File: src/rtl/regfile_wb_arb_pkg.sv
// ============================================================================
// Module   : regfile_wb_arb_pkg
// Purpose  : Shared widths, the x0 address constant, the writeback request
//            record and the round-robin pointer encoding for the register-file
//            writeback arbiter.
// Revision : 1.0 - initial release
// ============================================================================
`default_nettype none

package regfile_wb_arb_pkg;

    localparam int REG_DATA_W = 32;
    localparam int REG_ADDR_W = 5;

    // Address of the hardwired-zero register
    localparam logic [REG_ADDR_W-1:0] REG_ZERO = '0;

    typedef struct packed {
        logic [REG_ADDR_W-1:0] addr;
        logic [REG_DATA_W-1:0] data;
    } wb_req_t;

    // Which requester wins the next contested cycle
    typedef enum logic {
        GRANT_ALU = 1'b0,
        GRANT_LSU = 1'b1
    } grant_e;

endpackage

`default_nettype wire

File: src/rtl/rr_arb2.sv
// ============================================================================
// Module   : rr_arb2
// Purpose  : Two-way round-robin arbiter. A lone request is granted directly;
//            on contention the requester named by rr_ptr wins. Every grant
//            hands priority to the other requester, so a loser waits at most
//            one cycle. No grants are issued while rst is high.
// Revision : 1.0 - initial release
// ============================================================================
`default_nettype none

module rr_arb2
    import regfile_wb_arb_pkg::*;
#(
    parameter int RESET_PRIO = 0
) (
    input  logic       clk,
    input  logic       rst,
    input  logic [1:0] req,
    output logic [1:0] gnt
);

    localparam grant_e RESET_PTR = (RESET_PRIO == 0) ? GRANT_ALU : GRANT_LSU;

    grant_e rr_ptr;
    grant_e rr_ptr_next;

    // Grant decode and pointer advance; the pointer moves on every grant
    always_comb begin
        gnt         = 2'b00;
        rr_ptr_next = rr_ptr;
        if (!rst) begin
            case (req)
                2'b01:   gnt = 2'b01;
                2'b10:   gnt = 2'b10;
                2'b11:   gnt = (rr_ptr == GRANT_ALU) ? 2'b01 : 2'b10;
                default: gnt = 2'b00;
            endcase
        end
        if (gnt[0]) begin
            rr_ptr_next = GRANT_LSU;
        end else if (gnt[1]) begin
            rr_ptr_next = GRANT_ALU;
        end
    end

    // Priority pointer register
    always_ff @(posedge clk) begin
        if (rst) begin
            rr_ptr <= RESET_PTR;
        end else begin
            rr_ptr <= rr_ptr_next;
        end
    end

endmodule

`default_nettype wire

File: src/rtl/regfile_wb_arbiter.sv
// ============================================================================
// Module   : regfile_wb_arbiter
// Purpose  : Shares the register-file write port between the ALU (wb0) and
//            load-unit (wb1) writeback sources. One request per cycle is
//            accepted, round-robin on contention, and issued through a
//            registered write port one cycle later. Writes to x0 are accepted
//            but never issued. Read-after-write hazards against the decode
//            read addresses raise raw_stall.
// Options  : REGFILE_WB_ARB_FWD_EN - adds rs1/rs2 forwarding of the value
//            sitting on the write port; that case then no longer stalls.
// Revision : 1.0 - initial release
// ============================================================================
`default_nettype none

module regfile_wb_arbiter
    import regfile_wb_arb_pkg::*;
#(
    parameter int DATA_W     = REG_DATA_W,
    parameter int ADDR_W     = REG_ADDR_W,
    parameter int RESET_PRIO = 0
) (
    input  logic              clk,
    input  logic              rst,
    input  logic              wb0_valid,
    output logic              wb0_ready,
    input  logic [ADDR_W-1:0] wb0_addr,
    input  logic [DATA_W-1:0] wb0_data,
    input  logic              wb1_valid,
    output logic              wb1_ready,
    input  logic [ADDR_W-1:0] wb1_addr,
    input  logic [DATA_W-1:0] wb1_data,
    input  logic [ADDR_W-1:0] rs1_addr,
    input  logic [ADDR_W-1:0] rs2_addr,
    output logic              raw_stall,
`ifdef REGFILE_WB_ARB_FWD_EN
    output logic              rs1_fwd_valid,
    output logic [DATA_W-1:0] rs1_fwd_data,
    output logic              rs2_fwd_valid,
    output logic [DATA_W-1:0] rs2_fwd_data,
`endif
    output logic              rd_wren,
    output logic [ADDR_W-1:0] rd_addr,
    output logic [DATA_W-1:0] rd_data
);

    localparam logic [ADDR_W-1:0] ZERO_ADDR = ADDR_W'(REG_ZERO);

    logic [1:0]        gnt;
    logic [ADDR_W-1:0] sel_addr;
    logic [DATA_W-1:0] sel_data;

    rr_arb2 #(
        .RESET_PRIO (RESET_PRIO)
    ) u_rr_arb2 (
        .clk (clk),
        .rst (rst),
        .req ({wb1_valid, wb0_valid}),
        .gnt (gnt)
    );

    assign wb0_ready = gnt[0];
    assign wb1_ready = gnt[1];

    assign sel_addr = gnt[1] ? wb1_addr : wb0_addr;
    assign sel_data = gnt[1] ? wb1_data : wb0_data;

    // Write-port register: load on any grant, but only enable for non-x0 targets
    always_ff @(posedge clk) begin
        if (rst) begin
            rd_wren <= 1'b0;
            rd_addr <= '0;
            rd_data <= '0;
        end else if (gnt != 2'b00) begin
            rd_wren <= (sel_addr != ZERO_ADDR);
            rd_addr <= sel_addr;
            rd_data <= sel_data;
        end else begin
            rd_wren <= 1'b0;
        end
    end

    // Hazard terms: the write port in flight, and any live request (granted or not)
    logic rs1_nz, rs2_nz;
    logic rs1_hit_port, rs2_hit_port;
    logic rs1_hit_req, rs2_hit_req;

    assign rs1_nz       = (rs1_addr != ZERO_ADDR);
    assign rs2_nz       = (rs2_addr != ZERO_ADDR);
    assign rs1_hit_port = rd_wren && (rd_addr == rs1_addr);
    assign rs2_hit_port = rd_wren && (rd_addr == rs2_addr);
    assign rs1_hit_req  = (wb0_valid && (wb0_addr == rs1_addr)) ||
                          (wb1_valid && (wb1_addr == rs1_addr));
    assign rs2_hit_req  = (wb0_valid && (wb0_addr == rs2_addr)) ||
                          (wb1_valid && (wb1_addr == rs2_addr));

`ifdef REGFILE_WB_ARB_FWD_EN
    // Port-register hits are forwarded instead of stalling
    assign rs1_fwd_valid = !rst && rs1_nz && rs1_hit_port;
    assign rs2_fwd_valid = !rst && rs2_nz && rs2_hit_port;
    assign rs1_fwd_data  = rs1_fwd_valid ? rd_data : '0;
    assign rs2_fwd_data  = rs2_fwd_valid ? rd_data : '0;
    assign raw_stall     = !rst && ((rs1_nz && rs1_hit_req) ||
                                    (rs2_nz && rs2_hit_req));
`else
    assign raw_stall     = !rst && ((rs1_nz && (rs1_hit_port || rs1_hit_req)) ||
                                    (rs2_nz && (rs2_hit_port || rs2_hit_req)));
`endif

endmodule

`default_nettype wire

File: config.mk
export PLATFORM = sky130hd
export DESIGN_NAME = regfile_wb_arbiter
export DESIGN_NICKNAME = d
export VERILOG_FILES = /design/src/rtl/regfile_wb_arb_pkg.sv /design/src/rtl/rr_arb2.sv /design/src/rtl/regfile_wb_arbiter.sv
export SDC_FILE = /design/constraint.sdc
export NUM_CORES = 1
export LEC_CHECK = 0
export ABC_AREA = 0
export BUFFER_PORTS_ARGS = -buffer_cell sky130_fd_sc_hd__buf_2
export CAP_MARGIN = 20
export CELL_PAD_IN_SITES_DETAIL_PLACEMENT = 1
export CELL_PAD_IN_SITES_GLOBAL_PLACEMENT = 2
export CORE_AREA = 10 10 103 105
export DETAILED_ROUTE_END_ITERATION = 10
export DIE_AREA = 0 0 113 115
export GPL_TIMING_DRIVEN = 0
export MAX_ROUTING_LAYER = met4
export PLACE_DENSITY_LB_ADDON = 0.1
export SKIP_LAST_GASP = 1
export SLEW_MARGIN = 10
export SYNTH_ARGS = -nofsm -noshare
export SYNTH_HDL_FRONTEND = slang
export SYNTH_SLANG_ARGS = --single-unit
File: constraint.sdc
create_clock -name clk -period 2.6 [get_ports clk]
set_input_delay 0.52 -clock clk [delete_from_list [all_inputs] [get_ports clk]]
set_output_delay 0.52 -clock clk [all_outputs]
set_load 0.005 [all_outputs]
==> summary.txt <==
Resized Gates After CTS -> 0
maximum fanout along the worst path -> 4
routed vias -> 2,148
sequential fraction of the synthesis area -> 37.0%
post-layout instance area -> 2970 µm²
IO Port Bufs -> 127
H-tree depth -> 2
Tot GR Track Use -> 12.4%
Post-synth EDFFs -> 0
RSZ-0062 raised after global routing -> false
Slew Limit Fails -> 0
Mean Syn Cell Area -> 9.18 µm²
top-count cell post-synth -> nor2_1
Routed Wire Length -> 8200 µm
clock root buffer -> clkbuf_8
final setup TNS -> 0 ns
final period utilization -> 85.1%
Skew-Pair Late Insertion Delay -> 0.29 ns
post-synth top area share -> 37.0%
Pwr Density -> 491 nW/µm²
DIE WIDTH -> 113 µm
placed inst area -> 2880 µm²
final worst slack -> 0.387 ns
Routed Antenna Nets -> 0
Worst Skew -> 0.00101 ns
outcome -> completed
endpoints failing setup -> 0
Synthesized Nets -> 318
Slew headroom -> 63.9%
CTS tree -> yes
final hold slack -> 0.494 ns
Least-Margin Pin Slew -> 0.542 ns
WP data arrival -> 1.69 ns
first-pass GRT wire length -> 12,700 µm
final hold violations -> 0
Yosys reg bits -> 39
Final Net Count -> 452
Cell Rows -> 34
routed length per instance -> 17.4 µm
post-synthesis cell count -> 230
placer congestion estimate -> 0.787
Die Y -> 115 µm
1st-iter DRT viols -> 53
Critical Path RT -> 2.08 ns
synth warn -> 0
count of cell types in the netlist -> 23
fmax -> 0.452 GHz
pin count of the biggest net entering global routing -> 12
Lkg Pwr -> 1.35 nW
CTS Buffer Depth -> 2
VDD IR max -> 156 µV
router iterations before antenna repair -> 4
synthesized area -> 2110 µm²
die area -> 13,000 µm²
area leader, netlist -> dfxtp_1
CP endpoint kind -> output port
CTS Hold Bufs -> 0
startpoint types -> primary input
DRC -> 0
Initial Util -> 24.7%
Synth area leaders -> dfxtp_1 (37%), mux2i_1 (18%), a211oi_1 (13%), xor2_1 (10%), nor2_1 (7.5%)
critical path class -> primary input to output port
layout cell share with drive strength beyond 1 -> 38.5%
Antenna diodes -> 0
initial antenna violation count -> 0
Reg clk slew, reported paths -> 0.08 ns
# Max-Cap Violations -> 0
total grt overflow -> 0
Async S/R FF share, synth -> 0%
Pwr Total -> 1.46 mW
total CTS buffers -> 5
area delta synth->final -> 40.6%
Via density -> 4.55
IO Count -> 129
CTS sink count -> 39
Hold Crit Class -> primary input to flop
fin crit period -> 2.21 ns
Core Box Area -> 8550 µm²
post-DP HPWL -> 6790 µm
Most used DFF post-synth -> dfxtp_1
Setup WS pre-CTS -> 0.361 ns
top post-synthesis cells by count -> nor2_1 (42), dfxtp_1 (39), a211oi_1 (37), mux2i_1 (37), xor2_1 (24)
Post-CTS Setup Repair Bufs -> 0
vias in the first global route -> 2,461
## critical path: stages
cell and delay (ns):
buf_2 0.13, xor2_1 0.16, nor4_1 0.39, nand3_1 0.13, nand3_1 0.10, a22o_1 0.14
buf_2 0.11
## power breakdown
group | total, mW | switching [mW] | leakage (nW) | internal, mW
registers | 0.674 | 0.0288 | 0.324 | 0.645
clock network | 0.427 | 0.218 | 0.0470 | 0.208
logic | 0.358 | 0.185 | 0.980 | 0.173
## path summary, 6_finish.rpt
| check | endpoint | slack, ns | cells past startpoint | startpoint |
|---|---|---|---|---|
| setup / recovery | raw_stall | 0.39 | 7 | wb0_addr[3] |
| hold reg to reg | rd_data[20] | 0.50 | 2 | rd_data[20] |
| setup reg to reg | rd_data[29] | 0.98 | 6 | u_rr_arb2.rr_ptr |
| hold / removal | u_rr_arb2.rr_ptr | 0.49 | 2 | wb0_valid |
## registers in the layout, summed over array words and instances (netlist names)
signal and flops:
u_rr_arb2.rr_ptr 1, rd_wren 1, rd_data 32, rd_addr 5
## final cells by class
cell class | instances | area (µm²)
sequential | 39 | 781
tap | 108 | 135
timing repair buffer | 127 | 636
fill | 1063 | 5580
multi-input combinational | 174 | 1240
clock buffer | 6 | 82.6
clock inverter | 1 | 5.00
buffer | 17 | 91.3
## cells by family (layout without fill, tap and decap cells)
group	after synthesis	after routing	synth area share (%)
mux	37	37	17.5
xor+xnor	30	30	12.4
buf+inv	17	151	4.32
flops	39	39	37.0
compound gates	43	43	15.1
simple gates	64	64	13.6
## placed cells by master, fill, tap and decap left out
| cell type | synthesis | final |
|---|---|---|
| buf_2 | 1 | 128 |
| nor2_1 | 42 | 42 |
| dfxtp_1 | 39 | 39 |
| mux2i_1 | 37 | 37 |
| a211oi_1 | 37 | 37 |
| xor2_1 | 24 | 24 |
| nand3_1 | 9 | 9 |
| clkbuf_1 | 7 | 7 |
| nor4_1 | 6 | 6 |
| xnor2_1 | 6 | 6 |
| clkbuf_8 | 0 | 6 |
| buf_1 | 5 | 5 |
| a21oi_1 | 3 | 3 |
| nor3_1 | 3 | 3 |
| buf_4 | 2 | 2 |
| and2_1 | 1 | 1 |
| nor2b_1 | 1 | 1 |
| nor3b_2 | 1 | 1 |
| buf_6 | 1 | 1 |
| buf_8 | 1 | 1 |
| a22o_1 | 1 | 1 |
| or4_1 | 1 | 1 |
| o311a_1 | 1 | 1 |
| o21a_1 | 1 | 1 |
| clkinv_2 | 0 | 1 |
## routing by layer
layer | global-route usage (%) | up-vias | wire length [µm]
met2 | 20.8 | 70 | 4000
met3 | 4.53 | 5 | 565
met4 | 2.79 | 0 | 57
li1 | - | 1091 | -
met5 | - | - | 0
met1 | 13.8 | 982 | 3580
## per-stage QoR
| stage | utilization, % | cells |
|---|---|---|
| floorplan | - | 230 |
| global placement | 33.7 | 465 |
| detailed placement | 33.7 | 465 |
| CTS | 34.7 | 472 |
| global route | 34.7 | 472 |
| finish | 34.7 | 472 |
Power figures use the tool's default switching activity.
